[src/rtl/w5300_pkg.sv]
// Shared definitions for the W5300 transmit path: framer state encoding,
// default buffer widths and the tx_len width rule.
package w5300_pkg;

  localparam int DEF_ADDR_WIDTH = 12;
  localparam int DEF_DATA_WIDTH = 12;

  typedef enum logic [2:0] {
    S_INIT,
    S_FILL,
    S_REQ,
    S_WAIT_ACK,
    S_WAIT_DONE
  } framer_state_t;

  // One extra bit so a packet that fills the whole buffer is still representable.
  function automatic int tx_len_width(input int addr_width);
    return addr_width + 1;
  endfunction

endpackage

[src/rtl/udp_tx_framer_if.sv]
// Sample stream, TX buffer write port and W5300 driver handshake of the framer.
// The master view belongs to udp_tx_framer, the slave view to its surroundings.
interface udp_tx_framer_if #(
  parameter int ADDR_WIDTH = w5300_pkg::DEF_ADDR_WIDTH,
  parameter int DATA_WIDTH = w5300_pkg::DEF_DATA_WIDTH
);

  logic [DATA_WIDTH-1:0] in_data;
  logic                  in_valid;
  logic                  in_ready;
  logic                  flush;

  logic [ADDR_WIDTH-1:0] buf_addr;
  logic [DATA_WIDTH-1:0] buf_data;
  logic                  buf_wren;

  logic                                            tx_req;
  logic [w5300_pkg::tx_len_width(ADDR_WIDTH)-1:0]  tx_len;
  logic                                            busy_n;
  logic                                            ack_timeout;

  modport master (
    input  in_data, in_valid, flush, busy_n,
    output in_ready, buf_addr, buf_data, buf_wren, tx_req, tx_len, ack_timeout
  );

  modport slave (
    output in_data, in_valid, flush, busy_n,
    input  in_ready, buf_addr, buf_data, buf_wren, tx_req, tx_len, ack_timeout
  );

endinterface

[src/rtl/sat_counter.sv]
// Saturating up-counter with synchronous clear; hit is high while the count
// sits at LIMIT.
module sat_counter #(
  parameter int LIMIT = 255,
  parameter int WIDTH = $clog2(LIMIT) + 1
) (
  input  logic clk,
  input  logic rst_n,
  input  logic clr,
  input  logic inc,
  output logic hit
);

  localparam logic [WIDTH-1:0] LIM = WIDTH'(LIMIT);

  logic [WIDTH-1:0] cnt;

  // NOTE: flops take <= so every register samples pre-edge values whatever the block order.
  always_ff @(posedge clk) begin
    if (!rst_n || clr) begin
      cnt <= '0;
    end else if (inc && cnt != LIM) begin
      cnt <= cnt + WIDTH'(1);
    end
  end

  assign hit = (cnt == LIM);

endmodule

[src/rtl/udp_tx_framer.sv]
// Fills the UDP TX buffer from a 12-bit sample stream and hands each packet to
// the W5300 driver with a tx_req pulse, retrying if the driver never goes busy.
module udp_tx_framer
  import w5300_pkg::*;
#(
  parameter int ADDR_WIDTH         = DEF_ADDR_WIDTH,
  parameter int DATA_WIDTH         = DEF_DATA_WIDTH,
  parameter int PKT_WORDS          = 512,
  parameter int IDLE_FLUSH_CYCLES  = 10000,
  parameter int ACK_TIMEOUT_CYCLES = 255
) (
  input  logic            clk,
  input  logic            rst_n,
  udp_tx_framer_if.master bus
);

  localparam int                   CNT_WIDTH = tx_len_width(ADDR_WIDTH);
  localparam logic [CNT_WIDTH-1:0] PKT_FULL  = CNT_WIDTH'(PKT_WORDS);

  framer_state_t         state;
  logic [ADDR_WIDTH-1:0] wr_ptr;
  logic [ADDR_WIDTH-1:0] addr_q;
  logic [DATA_WIDTH-1:0] data_q;
  logic [CNT_WIDTH-1:0]  count;
  logic [CNT_WIDTH-1:0]  len_q;
  logic                  busy_q;
  logic                  ready_q;
  logic                  wren_q;
  logic                  req_q;
  logic                  timeout_q;

  logic accept;
  logic full_next;
  logic flush_go;
  logic idle_hit;
  logic ack_hit;

  // ready_q is only ever high in S_FILL, so accept needs no state term.
  assign accept    = ready_q && bus.in_valid;
  assign full_next = accept && (count + CNT_WIDTH'(1) == PKT_FULL);
  assign flush_go  = (bus.flush || idle_hit) && (count != '0);

  sat_counter #(.LIMIT(IDLE_FLUSH_CYCLES)) u_idle_cnt (
    .clk   (clk),
    .rst_n (rst_n),
    .clr   (accept || state != S_FILL),
    .inc   (state == S_FILL && count != '0 && !accept),
    .hit   (idle_hit)
  );

  sat_counter #(.LIMIT(ACK_TIMEOUT_CYCLES)) u_ack_cnt (
    .clk   (clk),
    .rst_n (rst_n),
    .clr   (state == S_REQ),
    .inc   (state == S_WAIT_ACK),
    .hit   (ack_hit)
  );

  // busy_n is registered once, which sets the two-cycle busy_n-to-in_ready turnaround.
  always_ff @(posedge clk) begin
    if (!rst_n) begin
      state     <= S_INIT;
      wr_ptr    <= '0;
      count     <= '0;
      addr_q    <= '0;
      data_q    <= '0;
      len_q     <= '0;
      busy_q    <= 1'b0;
      ready_q   <= 1'b0;
      wren_q    <= 1'b0;
      req_q     <= 1'b0;
      timeout_q <= 1'b0;
    end else begin
      busy_q <= bus.busy_n;
      wren_q <= 1'b0;
      req_q  <= 1'b0;

      case (state)
        S_INIT: begin
          if (busy_q) begin
            state   <= S_FILL;
            ready_q <= 1'b1;
          end
        end

        S_FILL: begin
          if (accept) begin
            addr_q <= wr_ptr;
            data_q <= bus.in_data;
            wren_q <= 1'b1;
            wr_ptr <= wr_ptr + ADDR_WIDTH'(1);
            count  <= count + CNT_WIDTH'(1);
          end
          if (full_next || flush_go) begin
            state   <= S_REQ;
            ready_q <= 1'b0;
          end
        end

        S_REQ: begin
          req_q <= 1'b1;
          len_q <= count;
          state <= S_WAIT_ACK;
        end

        S_WAIT_ACK: begin
          if (!busy_q) begin
            state <= S_WAIT_DONE;
          end else if (ack_hit) begin
            timeout_q <= 1'b1;
            state     <= S_REQ;
          end
        end

        S_WAIT_DONE: begin
          if (busy_q) begin
            wr_ptr  <= '0;
            count   <= '0;
            state   <= S_FILL;
            ready_q <= 1'b1;
          end
        end

        default: state <= S_INIT;
      endcase
    end
  end

  assign bus.in_ready    = ready_q;
  assign bus.buf_addr    = addr_q;
  assign bus.buf_data    = data_q;
  assign bus.buf_wren    = wren_q;
  assign bus.tx_req      = req_q;
  assign bus.tx_len      = len_q;
  assign bus.ack_timeout = timeout_q;

endmodule
[src/flat_wrapper.sv]
// flat-port wrapper written by rule: the top's interface ports become plain ports
module udp_tx_framer_flat import w5300_pkg::*;
#(
  parameter int ADDR_WIDTH         = DEF_ADDR_WIDTH,
  parameter int DATA_WIDTH         = DEF_DATA_WIDTH,
  parameter int PKT_WORDS          = 512,
  parameter int IDLE_FLUSH_CYCLES  = 10000,
  parameter int ACK_TIMEOUT_CYCLES = 255
)
  (clk, rst_n, bus_in_data, bus_in_valid, bus_flush, bus_busy_n, bus_in_ready, bus_buf_addr, bus_buf_data, bus_buf_wren, bus_tx_req, bus_tx_len, bus_ack_timeout);
  udp_tx_framer_if #(.ADDR_WIDTH(ADDR_WIDTH), .DATA_WIDTH(DATA_WIDTH)) bus_i ();
  input  logic clk;
  input  logic rst_n;
  input wire logic [$bits(bus_i.in_data)-1:0] bus_in_data;
  input wire logic [$bits(bus_i.in_valid)-1:0] bus_in_valid;
  input wire logic [$bits(bus_i.flush)-1:0] bus_flush;
  input wire logic [$bits(bus_i.busy_n)-1:0] bus_busy_n;
  output wire logic [$bits(bus_i.in_ready)-1:0] bus_in_ready;
  output wire logic [$bits(bus_i.buf_addr)-1:0] bus_buf_addr;
  output wire logic [$bits(bus_i.buf_data)-1:0] bus_buf_data;
  output wire logic [$bits(bus_i.buf_wren)-1:0] bus_buf_wren;
  output wire logic [$bits(bus_i.tx_req)-1:0] bus_tx_req;
  output wire logic [$bits(bus_i.tx_len)-1:0] bus_tx_len;
  output wire logic [$bits(bus_i.ack_timeout)-1:0] bus_ack_timeout;
  assign bus_i.in_data = bus_in_data;
  assign bus_i.in_valid = bus_in_valid;
  assign bus_i.flush = bus_flush;
  assign bus_i.busy_n = bus_busy_n;
  assign bus_in_ready = bus_i.in_ready;
  assign bus_buf_addr = bus_i.buf_addr;
  assign bus_buf_data = bus_i.buf_data;
  assign bus_buf_wren = bus_i.buf_wren;
  assign bus_tx_req = bus_i.tx_req;
  assign bus_tx_len = bus_i.tx_len;
  assign bus_ack_timeout = bus_i.ack_timeout;
  udp_tx_framer #(.ADDR_WIDTH(ADDR_WIDTH), .DATA_WIDTH(DATA_WIDTH), .PKT_WORDS(PKT_WORDS), .IDLE_FLUSH_CYCLES(IDLE_FLUSH_CYCLES), .ACK_TIMEOUT_CYCLES(ACK_TIMEOUT_CYCLES)) u_core (.clk(clk), .rst_n(rst_n), .bus(bus_i));
endmodule
[config.mk]
export PLATFORM = sky130hd
export DESIGN_NAME = udp_tx_framer_flat
export DESIGN_NICKNAME = d
export VERILOG_FILES = /design/src/rtl/w5300_pkg.sv /design/src/rtl/udp_tx_framer_if.sv /design/src/rtl/sat_counter.sv /design/src/rtl/udp_tx_framer.sv /design/src/flat_wrapper.sv
export SDC_FILE = /design/constraint.sdc
export NUM_CORES = 1
export LEC_CHECK = 0
export CAP_MARGIN = 15
export CELL_PAD_IN_SITES_DETAIL_PLACEMENT = 1
export CELL_PAD_IN_SITES_GLOBAL_PLACEMENT = 1
export CORE_MARGIN = 2
export CORE_UTILIZATION = 41
export CTS_CLUSTER_SIZE = 8
export DETAILED_ROUTE_END_ITERATION = 8
export GPL_ROUTABILITY_DRIVEN = 0
export PLACE_DENSITY = 0.79
export SYNTH_ARGS = -nofsm -noshare
export SYNTH_HDL_FRONTEND = slang
export SYNTH_SLANG_ARGS = --single-unit
[constraint.sdc]
create_clock -name clk -period 2.2 [get_ports clk]
set_input_delay 0.22 -clock clk [delete_from_list [all_inputs] [get_ports clk]]
set_output_delay 0.22 -clock clk [all_outputs]
set_load 0.1 [all_outputs]
# Yosys cells after proc, flatten, opt, wreduce, memory -nomap -nowiden
# Cells that the tools add are included.
dict set report word_totals {
  output_inout_bits 41
  ff_bits 94
}
dict set report op_classes {
  mux 16
  add_sub_neg 4
  n_reduce_logical 25
  eq_ne 15
}
# op count
set op_table {}
lappend op_table {{$mux W13} 2}
lappend op_table {{$pmux W13 S2} 1}
lappend op_table {{$mux W12} 2}
lappend op_table {{$pmux W12 S2} 1}
lappend op_table {{$add A15 B1 Y15 const B} 1}
lappend op_table {{$eq A15 B14 Y1 const B} 1}
lappend op_table {{$ne A15 B14 Y1 const B} 1}
lappend op_table {{$add A13 B1 Y13 const B} 1}
lappend op_table {{$eq A13 B10 Y1 const B} 1}
lappend op_table {{$reduce_bool A13 Y1} 1}
lappend op_table {{$add A12 B1 Y12 const B} 1}
lappend op_table {{$mux W3} 4}
lappend op_table {{$pmux W3 S4} 1}
lappend op_table {{$reduce_and A3 Y1} 4}
lappend op_table {{$add A9 B1 Y9 const B} 1}
lappend op_table {{$eq A9 B8 Y1 const B} 1}
lappend op_table {{$ne A9 B8 Y1 const B} 1}
lappend op_table {{$logic_and A1 B1 Y1} 7}
lappend op_table {{$eq A3 B2 Y1 const B} 2}
lappend op_table {{$ne A2 B1 Y1 const B} 3}
lappend op_table {{$logic_or A1 B1 Y1} 5}
lappend op_table {{$mux W1} 4}
lappend op_table {{$reduce_and A2 Y1} 2}
lappend op_table {{$reduce_bool A2 Y1} 2}
lappend op_table {{other kinds (9)} 10}

# Logic depth before layout (Yosys ltp)
# Gate-level depths: netlist of run 1.
dict set report depth {
  depth_word 6
  mapped_depth 10
}

# By module
# Synthesis of run 1 repeated with hierarchy kept, for this count alone.
dict set report unflattened {
  hier_cells 519
  area_unflattened_um2 4256.6
}
# module area_each_um2 n_inst cells_each seq_area_each_um2
set modules_own_cells {}
lappend modules_own_cells {udp_tx_framer 3054.2 1 380 1401.3}
lappend modules_own_cells {{sat_counter (u_core.u_idle_cnt)} 760.7 1 90 300.3}
lappend modules_own_cells {{sat_counter (u_core.u_ack_cnt)} 441.7 1 49 180.2}

# Worst setup path before layout of run 1
# Ideal clock, no wire load.
dict set report synth_timing {
  path_type {reg2reg}
  from {register u_core.ready_q, in the netlist u_core.bus.in_ready}
  to {register u_core.state[0]}
  arrival_time_ps 2239
  path_buffers 1
  period_less_slack_ps 2375
  path_stages_with_launch 7
  setup_ps 137
  setup_slack_ps -175
  path_cell_list {dfxtp_1 -> and2_1 -> clkbuf_1 -> nand3_1 -> a221o_1 -> a2111oi_4 -> a211oi_1}
}
dict set report synth_between {
  elab_chain_cells 5
}
# item line
set synth_rtl {}
lappend synth_rtl {{start: declaration} udp_tx_framer.sv:27} ;# logic ready_q;
lappend synth_rtl {{start signal: assignment} udp_tx_framer.sv:69} ;# ready_q <= 1'b0;
lappend synth_rtl {{start signal: assignment} udp_tx_framer.sv:82} ;# ready_q <= 1'b1;
lappend synth_rtl {{start signal: assignment} udp_tx_framer.sv:96} ;# ready_q <= 1'b0;
lappend synth_rtl {{$logic_and A1 B1 Y1} udp_tx_framer.sv:39} ;# assign accept = ready_q && bus.in_valid;
lappend synth_rtl {{$logic_and A1 B1 Y1} udp_tx_framer.sv:40} ;# assign full_next = accept && (count + CNT_WIDTH'(1) == PKT_FULL);
lappend synth_rtl {{$logic_or A1 B1 Y1} udp_tx_framer.sv:94} ;# if (full_next || flush_go) begin
lappend synth_rtl {{$ne A2 B2 Y1 (no line)} --}
lappend synth_rtl {{$reduce_and A3 Y1 (no line)} --}
lappend synth_rtl {{end signal: assignment} udp_tx_framer.sv:95} ;# state <= S_REQ;
lappend synth_rtl {{end signal: assignment} udp_tx_framer.sv:103} ;# state <= S_WAIT_ACK;
lappend synth_rtl {{end signal: assignment} udp_tx_framer.sv:108} ;# state <= S_WAIT_DONE;
lappend synth_rtl {{end: declaration} udp_tx_framer.sv:20} ;# framer_state_t state;
# No other way between the ends.
# A chain may end at the register's enable or synchronous reset.

# Worst setup path in the final report of run 1
dict set report layout_timing {
  from {register u_core.u_ack_cnt.cnt[0]}
  to {register u_core.u_ack_cnt.cnt[5]}
}
dict set report layout_between {
  elab_chain_cells 2
  word_cells_on_any_way 3
  classes_between {add/sub (1); eq/ne (1); reduce/logical (1)}
}
# item line
set layout_rtl {}
lappend layout_rtl {{start: declaration} sat_counter.sv:16} ;# logic [WIDTH-1:0] cnt;
lappend layout_rtl {{start signal: assignment} sat_counter.sv:23} ;# cnt <= cnt + WIDTH'(1);
lappend layout_rtl {{branches (longest 2 deep; another with $add A9 B1 Y9)} --}
# Parallel ways; which one is timed is not known.

==> impl_metrics.json, run 1 <==
{
  "grtUsageTotal_pct": 20.9,
  "slew_headroom_pct": 54.3,
  "crit_arrival_ns": 2.41,
  "synth.area.mux_share_pct": 0.733,
  "die_y_um": 106,
  "min_period_ns": 2.11,
  "cpMaxStageDelayCell": "or3_1",
  "slew_viol_final": 0,
  "drtIter0Drc": 110,
  "clkSinkCount": 94,
  "slowest_delay_ns": 0.37,
  "viasPerCell": 5.35,
  "grt_pass1_wl_mm": 18.9,
  "synth_xor_area_share_pct": 5.54,
  "critPathMaxFanout": 5,
  "fillCellCount": 1235,
  "row_count": 37,
  "clock_skew_ns": 0.00772,
  "rrSetupSlack_ns": 0.09,
  "drc": 0,
  "grt_overflow": 0,
  "synth_top_family_by_area": "simple AND/OR/NAND/NOR gates",
  "cp_cell_sequence": "ha_1 -> nand3_1 -> nor2_1 -> ha_1 -> nor4bb_1 -> buf_4 -> nand4_1 -> or3_1 -> a21oi_1",
  "final_antenna_net_count": 0,
  "hold_path.class": "input pin to register",
  "ios": 58,
  "grt_pass1_vias": 3828,
  "layout-drive-gt1-share_pct": 18.3,
  "yosys_warnings": 0,
  "syn_area_mm2": 0.00427,
  "clk_pin_slew_ns": 0.09,
  "coreArea_mm2": 0.0102,
  "clk_latency_ns": 0.37,
  "synth_compound_area_share_pct": 17.3,
  "hold_viol_final": 0,
  "cts_inserted_buffers": 9,
  "floorplan.initialDensity_pct": 41.7,
  "place_ws_ns": 0.0394,
  "num_vias": 3732,
  "status": "finished clean",
  "worstReg2RegEnd": "u_core.u_ack_cnt.cnt[5]",
  "dieArea_mm2": 0.0112,
  "synth-simple-area-share_pct": 26.7,
  "ff_latch_area_mm2": 0.00189,
  "numPortBuffers": 57,
  "min_path_cells": 3,
  "setup_viol": 0,
  "holdPathEnd": "u_core.bus.buf_data[0]",
  "cts_root_buf": "clkbuf_8",
  "cpMostUsedCell": "ha_1",
  "antenna_found_initial": 0,
  "avgSynthCellArea_um2": 8.76,
  "insertedDiodeCount": 0,
  "worst-r2r-cell-count": 9,
  "synth_edf_count": 0,
  "firstDrtPassIters": 4,
  "multi_input_area_mm2": 0.00223,
  "end_kind": "register",
  "path_buf_inv": 1,
  "setup_tns_ns": 0,
  "final_core_util_pct": 50.6,
  "clock_path_buffers": 2,
  "ir_worst_vdd_v": 0.000311,
  "holdCritStartpoint": "bus_in_data[0]",
  "worst_ep_required_time_ns": 2.50,
  "whs_ns": 0.399,
  "die_w_um": 106,
  "nets": 581,
  "tightest_slew_ns": 0.680,
  "yosysSeqAreaShare_pct": 44.1,
  "critPathKind": "register to register",
  "post_synth_inst_count": 487,
  "synth_cell_types": 58,
  "powerDensity_mw_per_mm2": 586,
  "synth_top_area_cell": "dfxtp_1",
  "cp_top_family": "simple AND/OR/NAND/NOR gates",
  "dpl.hpwl_mm": 8.18,
  "period_share_pct": 96.1,
  "leakage_nw": 1.89,
  "fin_ws_ns": 0.0853,
  "synth-main-ff-cell": "dfxtp_1",
  "area_growth_pct": 21.4,
  "synth_top_area_share_pct": 44.1,
  "htree_levels": 3,
  "drv_cap": 0,
  "synthArstFlopShare_pct": 0,
  "syn_nets": 511,
  "grt_max_degree": 26,
  "routed_wl_mm": 11.3,
  "max_freq_mhz": 473,
  "start_kind": "register",
  "reg2reg_from": "u_core.u_ack_cnt.cnt[0]",
  "cts_tree": "built",
  "synth.area.top_cells": "dfxtp_1, nand2_1, nor2_1, a21boi_1, xor2_1",
  "synth-adder-area-share_pct": 2.05,
  "synth_seq_cells": 94,
  "wl_per_cell_um": 16.1
}
-- cells in the final DEF (no fill, tap or decap), types with 4 or more instances in the layout --
cell	instances
nor3_1	6
clkbuf_8	10
o21ai_1	10
nand3_1	16
dfxtp_1	91
nand4_1	16
xor2_1	17
nand2_1	78
inv_1	9
a22o_1	16
and4_1	5
xnor2_1	10
ha_1	7
o21ai_0	19
a21boi_0	4
a21oi_1	14
nor2_1	44
a21boi_1	20
and2_1	9
clkdlybuf4s50_1	16
buf_4	70
and3_1	5
or3_1	8
-- cells by family after synthesis --
kind of cell	count (synthesis)
multiplexers	3
AO/OA/AOI/OAI	105
AND/OR/NAND/NOR	214
buffers and inverters	37
adder cells (fa/ha/maj)	7
XOR/XNOR	27
flip-flops	94
-- report_power, final --
part / switching, mW / leakage (nW) / internal, mW / total [mW]
combinational: 0.162 / 1.04 / 0.0926 / 0.255
clock: 0.604 / 0.0861 / 0.438 / 1.04
sequential: 0.0227 / 0.759 / 1.72 / 1.74
total: 0.789 / 1.89 / 2.25 / 3.03
-- per-layer routing --
layer | vias to the layer above | track usage (%) | wire (um)
met3 | 11 | 5.95 | 508
li1 | 1849 | - | -
met2 | 76 | 35.2 | 5430
met1 | 1796 | 26.0 | 5180
met4 | 0 | 6.30 | 138
met5 | - | 0 | 0
-- flip-flops by register name, summed over array words and instances, names as in the netlist --
name / count
u_core.u_ack_cnt.cnt: 9
u_core.bus.buf_addr: 12
u_core.count: 13
u_core.wr_ptr: 12
u_core.bus.tx_req: 1
u_core.bus.in_ready: 1
u_core.bus.buf_wren: 1
u_core.bus.ack_timeout: 1
u_core.bus.buf_data: 12
u_core.bus.tx_len: 13
u_core.u_idle_cnt.cnt: 15
u_core.state: 3
u_core.busy_q: 1
-- worst min-delay path: stages --
cell             delay (ns)
clkdlybuf4s50_1        0.40
nand2_1                0.05
a21boi_1               0.05
-- per-stage QoR --
step | cell area (um^2) | std cells | total power, mW
2_1_floorplan | 4270 | 487 | 1.94
3_5_place_dp | 4980 | 678 | 2.03
3_3_place_gp | 4980 | 678 | 2.02
5_1_grt | 5180 | 698 | 3.17
6_report | 5180 | 698 | 3.03
4_1_cts | 5150 | 694 | 3.07
-- synthesized netlist by cell type, types with 4 or more instances --
cell	n
dfxtp_1	94
nand2_1	78
nor2_1	44
a21boi_1	20
o21ai_0	19
xor2_1	17
a22o_1	16
clkbuf_1	16
nand3_1	16
nand4_1	16
a21oi_1	14
buf_2	11
o21ai_1	10
xnor2_1	10
and2_1	9
inv_1	9
or3_1	8
ha_1	7
nor3_1	6
and3_1	5
and4_1	5
a21boi_0	4
-- worst max path at each step --
stage / startpoint / slack [ns] / end / depth (start not counted)
global placement: u_core.u_ack_cnt.cnt[0] / 0.17 / u_core.u_ack_cnt.cnt[5] / 9
CTS: u_core.u_ack_cnt.cnt[0] / 0.005 / u_core.u_ack_cnt.cnt[5] / 9
floorplan: u_core.bus.in_ready / 0.16 / u_core.state[0] / 6
finish: u_core.u_ack_cnt.cnt[0] / 0.09 / u_core.u_ack_cnt.cnt[5] / 9
detailed placement: u_core.u_ack_cnt.cnt[0] / 0.04 / u_core.u_ack_cnt.cnt[5] / 9
global route: u_core.u_ack_cnt.cnt[0] / -0.04 / u_core.u_ack_cnt.cnt[5] / 10
-- area by class of cell --
cell class              instances  share of cell area (%)
clock buffers                  12                    2.80
flip-flops and latches         94                    36.4
repair buffers                 86                    13.2
well taps                     136                    3.29
inverters                      10                   0.725
multi-input cells             356                    43.1
clock inverters                 4                   0.435
-- repair_timing --
item                                    CTS  global route
buffers inserted                          0             4
hold buffers                              0             0
endpoints found under the hold margin     0             0
gates resized for setup                   0             2
endpoints found under the setup margin    0             6
Note: power is estimated with default switching activity, not from simulation.
==> run 2: changes to the inputs <==
--- a/config.mk
+++ b/config.mk
@@ -8,7 +8,7 @@
 export CAP_MARGIN = 15
 export CELL_PAD_IN_SITES_DETAIL_PLACEMENT = 1
 export CELL_PAD_IN_SITES_GLOBAL_PLACEMENT = 1
-export CORE_MARGIN = 2
+export CORE_MARGIN = 3
 export CORE_UTILIZATION = 41
 export CTS_CLUSTER_SIZE = 8
 export DETAILED_ROUTE_END_ITERATION = 8
==> run 2 against run 1 <==
Clock-buffer cell count down 1. Non-clock buffer count down 4. Die area up 3.8%. Register-to-register slack better by 0.04 ns. Combinational power about the same. Sequential power about the same. Maximum frequency up 2.0%. Final cell count down 1.3%. Critical path type unchanged.
==> impl_metrics.json, run 2 (synthesized netlist as in run 1, its figures left out) <==
{
  "ios": 58,
  "powerDensity_mw_per_mm2": 608,
  "startpoint": "u_core.u_ack_cnt.cnt[0]",
  "ir_worst_vdd_v": 0.000294,
  "slew_viol_final": 0,
  "coreArea_mm2": 0.00995,
  "insertedDiodeCount": 0,
  "area_growth_pct": 21.6,
  "ff_latch_area_mm2": 0.00189,
  "antenna_found_initial": 0,
  "fillCellCount": 1190,
  "leakage_nw": 1.87,
  "setup_viol": 0,
  "crit_path_end": "u_core.u_ack_cnt.cnt[5]",
  "critPathMaxFanout": 4,
  "cts_tree": "built",
  "worst-r2r-cell-count": 9,
  "final_common_cell": "dfxtp_1",
  "end_kind": "register",
  "row_count": 36,
  "rrSetupSlack_ns": 0.13,
  "wl_per_cell_um": 16.1,
  "clock_path_buffers": 2,
  "multi_input_area_mm2": 0.00225,
  "clkSinkCount": 94,
  "switching_share_pct": 24.4,
  "viasPerCell": 5.47,
  "clock_skew_ns": 0.00946,
  "firstDrtPassIters": 6,
  "cts_hold_buffers": 0,
  "pwr-share-clk_pct": 36.9,
  "nets": 577,
  "cp_top_family": "simple AND/OR/NAND/NOR gates",
  "seq_power_share_pct": 55.1,
  "reg2reg_from": "u_core.u_ack_cnt.cnt[0]",
  "drc": 0,
  "die_y_um": 108,
  "numPortBuffers": 57,
  "dpl.hpwl_mm": 8.11,
  "grtUsageTotal_pct": 19.3,
  "hold_path.class": "input pin to register",
  "final_area_mm2": 0.00519,
  "floorplan.initialDensity_pct": 42.9,
  "final_cell_mix": "dfxtp_1, nand2_1, buf_4, nor2_1, a21boi_1",
  "final_antenna_net_count": 0,
  "die_w_um": 108,
  "layout-drive-gt1-share_pct": 18.3,
  "path_buf_inv": 1,
  "max_freq_mhz": 482,
  "power_mw": 3.15,
  "drtIter0Drc": 131,
  "tightest_slew_ns": 0.675,
  "fin_cells": 689,
  "clk_latency_ns": 0.36,
  "combPwrFrac_pct": 8.0,
  "grt_pass1_vias": 3828,
  "worstReg2RegEnd": "u_core.u_ack_cnt.cnt[5]",
  "status": "finished clean",
  "crit_arrival_ns": 2.36,
  "period_share_pct": 94.2,
  "internal_power_mw": 2.38,
  "grt_overflow": 0,
  "cp_num_cells": 9,
  "switching_power_mw": 0.769,
  "top_register": "u_core.u_idle_cnt.cnt",
  "routed_wl_mm": 11.1,
  "dieArea_mm2": 0.0117,
  "grt_max_degree": 27,
  "htree_levels": 3,
  "start_kind": "register",
  "num_vias": 3768,
  "worst_ep_required_time_ns": 2.49,
  "dp_cells": 673,
  "slowest_delay_ns": 0.35,
  "critPathKind": "register to register",
  "largest_reg_flops": 15,
  "hold_viol_final": 0,
  "placed_area_mm2": 0.00496,
  "clk_pin_slew_ns": 0.09,
  "cts_root_buf": "clkbuf_8",
  "cp_cell_sequence": "ha_2 -> nand3_1 -> nor2_1 -> ha_1 -> nor4bb_2 -> buf_4 -> nand4_1 -> or3_1 -> a21oi_1",
  "cts_inserted_buffers": 9,
  "drv_cap": 0,
  "grt_pass1_wl_mm": 18.3,
  "slew_headroom_pct": 54.7,
  "cpMaxStageDelayCell": "dfxtp_1",
  "min_period_ns": 2.07
}
## run 2: changes by cell type in the layout (fill, tap and decap cells not counted), sizes merged
cell,previous run,this run
bufinv,0,1
buf,70,66
clkinvlp,1,2
clkinv,4,1
clkbuf,12,11
## run 2: through the flow
stage	worst slack, ns	setup TNS [ns]	util (%)	hold WS, ns
finish	0.127	0	52.1	0.398
global placement	0.140	0	49.8	0.441
global route	-0.0442	-0.101	52.1	0.396
CTS	0.0393	0	51.8	0.389
detailed placement	0.0653	0	49.8	0.455
floorplan	0.159	0	-	0.347
## run 2: how the worst min path moves through the flow
| stage | start | endpoint | slack [ns] | depth (start not counted) |
|---|---|---|---|---|
| floorplan | bus_busy_n | u_core.busy_q | 0.35 | 1 |
| global placement | u_core.bus.buf_data[0] | u_core.bus.buf_data[0] | 0.44 | 2 |
| detailed placement | u_core.bus.buf_data[5] | u_core.bus.buf_data[5] | 0.45 | 2 |
| CTS | bus_in_data[6] | u_core.bus.buf_data[6] | 0.39 | 3 |
| global route | bus_in_data[4] | u_core.bus.buf_data[4] | 0.40 | 3 |
| finish | bus_in_data[6] | u_core.bus.buf_data[6] | 0.40 | 3 |
## run 2: metal layers
metal	vias to the layer above	GRT usage (%)	part of all wire (%)
met4	0	6.58	0.98
met3	8	4.48	4.6
li1	1839	-	-
met1	1842	23.5	46
met5	-	0	0
met2	79	33.7	49
## run 2: power groups by stage
stage	clock network (mW)	logic [mW]	registers (mW)
floorplan	0	0.133	1.81
global placement	0	0.244	1.78
detailed placement	0	0.250	1.78
CTS	1.19	0.251	1.74
global route	1.26	0.274	1.74
finish	1.16	0.254	1.74
## run 2: area by class of cell
type,count,share of cell area [%]
sequential,94,36.3
tap,133,3.21
multi-input combinational,356,43.3
inverter,10,0.723
clock buffer,11,2.92
clock inverter,3,0.868
timing repair buffer,82,12.6
## run 2: tightest hold or removal path: cells and delay by family
| family | cells | cell delay (ns) |
|---|---|---|
| simple gates | 1 | 0.06 |
| compound gates | 1 | 0.05 |
| buf+inv | 1 | 0.39 |
## run 2: what timing repair did
| item | in CTS | in global routing |
|---|---|---|
| endpoints found under the setup margin | 0 | 11 |
| gates resized for setup | 0 | 7 |
| buffers inserted | 0 | 2 |
==> variant 1 (flow settings as in run 1) <==
`IDLE_FLUSH_CYCLES` is set to 10000 in 2 places; all go to 5000.
--- a/src/rtl/udp_tx_framer.sv
+++ b/src/rtl/udp_tx_framer.sv
@@ -7,5 +7,5 @@
   parameter int DATA_WIDTH         = DEF_DATA_WIDTH,
   parameter int PKT_WORDS          = 512,
-  parameter int IDLE_FLUSH_CYCLES  = 10000,
+  parameter int IDLE_FLUSH_CYCLES  = 5000,
   parameter int ACK_TIMEOUT_CYCLES = 255
 ) (
--- a/src/flat_wrapper.sv
+++ b/src/flat_wrapper.sv
@@ -5,5 +5,5 @@
   parameter int DATA_WIDTH         = DEF_DATA_WIDTH,
   parameter int PKT_WORDS          = 512,
-  parameter int IDLE_FLUSH_CYCLES  = 10000,
+  parameter int IDLE_FLUSH_CYCLES  = 5000,
   parameter int ACK_TIMEOUT_CYCLES = 255
 )
Formal check against the unedited RTL: no difference found for any inputs over 10 cycles, from zero or initial values and one cycle with rst_n low; that may be too few to reach the edited logic, so the function may still have changed.
==> variant 1 against run 1 <==
- sequential cell count decreased by 1
- synthesized area decreased by 3.7%
- worst setup slack improved by 0.012 ns
- fmax increased by 0.57%
- wire length decreased by 3.9%
- design area decreased by 2.6%
- count of clock-buffer cells in the layout decreased by 1
- die area decreased by 3.6%
- largest cell class unchanged
- highest routed layer unchanged
Power is not compared: it rests on default switching activity, and its combinational part moved more than twofold at a synthesized area within 25%.
==> variant 1: results (changes against run 1) <==
[timing]
skew_ns = 0.01313  ; +0.005410 ns
worstMarginPinSlew_ns = 0.7743  ; +0.09390 ns
fin_hold_ws_ns = 0.3941  ; -0.005148 ns

[yosys]
synth_edf_count = 0  ; unchanged
ys_top_cells_by_count = dfxtp_1 (93), nand2_1 (81), nor2_1 (43)
synth_cell_types = 60  ; +3.4%
synth_warnings = 0  ; unchanged
synth-seq-area-share_pct = 45.32  ; +1.2 points
synth.area.top_cells = dfxtp_1 (45%), nand2_1 (7.4%), a21oi_1 (5.1%)
synth_nets = 511  ; unchanged

[layout]
nets = 578  ; -0.52%
stdcell_count = 692  ; -0.86%
antennaDiodeCount = 0  ; unchanged
drive_above_1_share_pct = 17.17  ; -1.2 points
largest_reg_flops = 14  ; -1

[global_route]
grt_pass1_vias = 3751  ; -2.0%
grt.total_usage_pct = 20.24  ; -0.66 points
antenna_found_initial = 0  ; unchanged
grt_max_degree = 26  ; unchanged
grt_pass1_wl_um = 17960  ; -4.8%

[critical_path]
rrSetupSlack_ns = 0.1
crit_arrival_ns = 2.41  ; about the same
crit_fanout = 8  ; +3
r2r-start = u_core.count[0]
start_kind = register
reg2reg_depth = 7  ; -2
reg2reg_to = u_core.u_idle_cnt.cnt[6]

[drt]
wl_per_cell_um = 15.63  ; -3.1%
viasPerCell = 5.392  ; +0.84%
dr.pass1.iters = 4  ; unchanged
dr.first_iter.drc_count = 63  ; -43%

[cts]
clk_latency_ns = 0.37  ; about the same
cts_setup_buffers = 0  ; unchanged
hold_buffers = 0  ; unchanged
cts-buffers-inserted = 9  ; unchanged
cts_resized = 0  ; unchanged
clk_path_buf_depth = 2  ; unchanged
cts-root-buf = clkbuf_8
clk_pin_slew_ns = 0.09  ; about the same

[placement]
io_buffer_count = 57  ; unchanged
dp_cells = 676  ; -0.29%
dp_hpwl_um = 7983  ; -2.5%
place_ws_ns = 0.04577  ; +0.006327 ns

[outcome]
status = finished clean

[worst_hold_path]
hold_depth = 3  ; unchanged
min_from = bus_in_data[5]
hold_class = in -> reg
min_to = u_core.bus.buf_data[5]

[power]
leakagePower_nw = 1.893
ir_drop_mv = 0.5066

## variant 1: changes by cell type after synthesis, moves of 4 or more
cell,change
a21oi_1,+28
a21boi_1,-20
buf_2,-10
o21ai_1,-9
inv_1,+6
clkbuf_1,+5
or4_1,+5
a21boi_0,-4
and2_1,-4
or3_1,-4
xor2_1,-4
## variant 1: worst max path at each step
stage | cells past startpoint | to | slack, ns
2_1_floorplan | 9 | u_core.u_ack_cnt.cnt[5] | 0.17
3_3_place_gp | 6 | u_core.wr_ptr[6] | 0.12
3_5_place_dp | 9 | u_core.u_ack_cnt.cnt[5] | 0.05
4_1_cts | 8 | u_core.u_ack_cnt.cnt[5] | 0.03
5_1_grt | 7 | u_core.u_idle_cnt.cnt[11] | -0.008
6_report | 7 | u_core.u_idle_cnt.cnt[6] | 0.1
## variant 1: layout make-up
cell class	count	area, µm²
Timing Repair Buffer	82	655.6
Fill cell	1195	4686
Sequential cell	93	1863
Multi-Input combinational cell	352	2092
Tap cell	133	166.4
Inverter	16	60.06
Clock buffer	11	131.4
Clock inverter	5	75.07
## variant 1: critical path, stage by stage (launching register included)
cell,delay [ns]
dfxtp_1,0.37
inv_1,0.08
ha_1,0.21
nor4b_2,0.17
nand3b_1,0.21
nand3_1,0.27
or4_1,0.58
a21oi_1,0.15
## variant 1: metal layers
metal / up-vias / track usage [%] / part of all wire (%)
met1: 1822 / 25.15 / 46
met2: 40 / 34.30 / 49
met4: 0 / 8.687 / 1.7
met5: - / 0 / 0
li1: 1859 / - / -
met3: 10 / 3.822 / 2.9
## variant 1: logic make-up (layout without fill, tap and decap cells)
group           count (synthesis)  after routing  share of synthesized area [%]
compound gates                108            108                          16.91
xor+xnor                       20             20                          4.264
fa+ha+maj                       7              7                          2.132
buf+inv                        42            114                          4.325
flops                          93             93                          45.32
mux                             4              4                          1.036
simple gates                  213            213                          26.01
## variant 1: metrics by stage
step                      total power (W)  cell area [µm²]  util (%)
after global routing             0.004067             5044     51.84
final                            0.003895             5044     51.84
after detailed placement         0.002684             4816     49.50
after CTS                        0.003912             5022     51.62
after floorplan                  0.002419             4109         -
after global placement           0.002657             4816     49.50
## variant 1: report_power, final
part	leakage, nW	switching [W]	total, W	internal (W)
Clock	0.107	0.000600	0.00124	0.000636
Combinational	1.04	0.000554	0.000835	0.000281
Sequential	0.751	0.0000784	0.00182	0.00175
Total	1.89	0.00123	0.00389	0.00266
==> variant 2 (flow settings as in run 1) <==
Made on the original files. Encoding of `framer_state_t`: now one-hot (5 bits for 5 states).
--- a/src/rtl/w5300_pkg.sv
+++ b/src/rtl/w5300_pkg.sv
@@ -6,10 +6,10 @@
   localparam int DEF_DATA_WIDTH = 12;
 
-  typedef enum logic [2:0] {
-    S_INIT,
-    S_FILL,
-    S_REQ,
-    S_WAIT_ACK,
-    S_WAIT_DONE
+  typedef enum logic [4:0] {
+    S_INIT      = 5'b00001,
+    S_FILL      = 5'b00010,
+    S_REQ       = 5'b00100,
+    S_WAIT_ACK  = 5'b01000,
+    S_WAIT_DONE = 5'b10000
   } framer_state_t;
 
Function: same outputs for any inputs over 10 cycles, from zero or initial values and one cycle with rst_n low; not proved beyond that.
==> variant 2 against run 1 <==
- core utilization up 2.0 points
- first-iteration DRC count up 59%
- clock skew up 0.0054 ns
- synthesized area up 3.6%
- fmax down 0.74%
- design area up 5.9%
- sequential cell count up 2
- wire length up 9.9%
- worst setup slack worse by 0.016 ns
Power is not compared: it rests on default switching activity, and its combinational part moved more than twofold at a synthesized area within 25%.
==> variant 2: results (changes against run 1) <==
[outcome]
status = finished clean

[yosys]
synth_edf_count = 0  ; unchanged
async_flop_share_pct = 0  ; unchanged
synth_nets = 552  ; +8.0%
synth-seq-area-share_pct = 43.48  ; -0.63 points
synth_cell_types = 54  ; -6.9%
synth_warnings = 0  ; unchanged
ys_top_cells_by_count = dfxtp_1 (96), nand2_1 (74), nor2_1 (62)
synth.area.top_cells = dfxtp_1 (43%), nand2_1 (6.3%), nor2_1 (5.3%)

[global_route]
grt_max_degree = 45  ; +73%
antenna_found_initial = 0  ; unchanged
grt_pass1_wl_um = 20640  ; +9.4%
grtUsageMet3_pct = 5.085  ; -0.86 points
grt_pass1_vias = 4387  ; +15%
grt.total_usage_pct = 22.56  ; +1.7 points
grt_busiest_layer = met2
grtUsageMet2_pct = 38.68  ; +3.5 points
grt_use_met1_pct = 26.33  ; +0.31 points

[layout]
antennaDiodeCount = 0  ; unchanged
regMostFlops = u_core.u_idle_cnt.cnt
nets = 626  ; +7.7%
fill_cells = 1251  ; +1.3%
largest_reg_flops = 15  ; unchanged
drive_above_1_share_pct = 20.17  ; +1.8 points

[cts]
clk_latency_ns = 0.38
cts-root-buf = clkbuf_8
htreeDepth = 3  ; unchanged
clk_pin_slew_ns = 0.09  ; about the same
clk_path_buf_depth = 2  ; unchanged
cts-buffers-inserted = 9  ; unchanged

[critical_path]
critPathSlowestCell = or4_4
cp_top_family = simple AND/OR/NAND/NOR gates
reg2reg_depth = 7  ; -2
max_stage_delay_ns = 0.54  ; +0.17 ns
crit_arrival_ns = 2.45  ; +0.04 ns
crit_fanout = 5  ; unchanged

[placement]
dp_hpwl_um = 8945  ; +9.3%
io_buffer_count = 57  ; unchanged

[drt]
antenna_left = 0  ; unchanged
drt_wl_total_um = 12370  ; +9.9%
dr.first_iter.drc_count = 175  ; +59%
dr.pass1.iters = 4  ; unchanged
vias = 4078  ; +9.3%

[worst_hold_path]
hold_class = in -> reg
hold_depth = 3  ; unchanged

[power]
leakagePower_nw = 1.977
ir_drop_mv = 0.2944
power_switching_w = 0.0006654

[timing]
worstMarginPinSlew_ns = 0.5176  ; -0.1628 ns
skew_ns = 0.01313  ; +0.005410 ns

[variant 2: cell count changes after synthesis, moves of 5 or more]
cell,before,now
and3_1,5,10
nor4_1,3,8
a22o_1,16,0
o21ai_1,10,0
and2_1,9,4
a311oi_1,0,5
clkbuf_1,16,23
nor2_1,44,62
mux2i_1,2,16
or4_1,0,6
a21boi_1,20,0
a21oi_1,14,42
[variant 2: path summary, 6_finish.rpt]
| check | from | to | slack [ns] |
|---|---|---|---|
| hold / removal | bus_in_data[9] | u_core.bus.buf_data[9] | 0.39 |
| setup reg to reg | u_core.u_idle_cnt.cnt[0] | u_core.u_idle_cnt.cnt[6] | 0.07 |
| hold reg to reg | u_core.bus.ack_timeout | u_core.bus.ack_timeout | 0.46 |
| setup / recovery | u_core.u_idle_cnt.cnt[0] | u_core.u_idle_cnt.cnt[6] | 0.07 |
[variant 2: cell families after synthesis]
| kind of cell | after synthesis | synth area share [%] |
|---|---|---|
| and+or+nand+nor | 234 | 26.32 |
| DFF | 96 | 43.48 |
| AOI/OAI and AO/OA | 91 | 13.27 |
| buffers and inverters | 53 | 5.179 |
| xor gates and xnor gates | 31 | 6.142 |
| muxes | 16 | 3.623 |
| adders and majority gates | 7 | 1.981 |
[variant 2: per-stage QoR]
step	setup slack (ns)	area [µm²]	cells
6_report	0.06947	5483	741
5_1_grt	0.002568	5483	741
4_1_cts	-0.01584	5415	740
3_5_place_dp	-0.03969	5244	726
3_3_place_gp	0.08026	5244	726
2_1_floorplan	-0.04526	4461	528
[variant 2: metal layers]
metal | vias to the layer above | part of all wire [%] | routed length, µm
li1 | 1990 | - | -
met1 | 1970 | 43 | 5359
met2 | 90 | 50 | 6156
met3 | 28 | 4.2 | 517
met4 | 0 | 2.7 | 332
met5 | - | 0 | 0
[variant 2: power groups by stage]
stage / Combinational [W] / Clock [W] / Sequential, W
6_report: 0.000116 / 0.00102 / 0.00175
3_3_place_gp: 0.000113 / 0 / 0.00179
4_1_cts: 0.000116 / 0.00105 / 0.00175
3_5_place_dp: 0.000116 / 0 / 0.00179
2_1_floorplan: 0.0000444 / 0 / 0.00180
5_1_grt: 0.000125 / 0.00111 / 0.00175
[variant 2: final cells by class]
type / count / area (µm²) / share of cell area, %
flip-flops and latches: 96 / 1926 / 35.12
multi-input cells: 379 / 2341 / 42.70
clock inverters: 1 / 5.005 / 0.09128
inverters: 13 / 48.80 / 0.8900
well taps: 136 / 170.2 / 3.104
clock buffers: 13 / 148.9 / 2.716
repair buffers: 103 / 843.3 / 15.38
[variant 2: what timing repair did]
action / 4_1_cts / 5_1_grt
resized for setup: 3 / 8
cloned: 0 / 1
pin swaps: 0 / 5
hold endpoints to repair: 0 / 0
buffers inserted: 0 / 0
setup endpoints to repair: 4 / 17
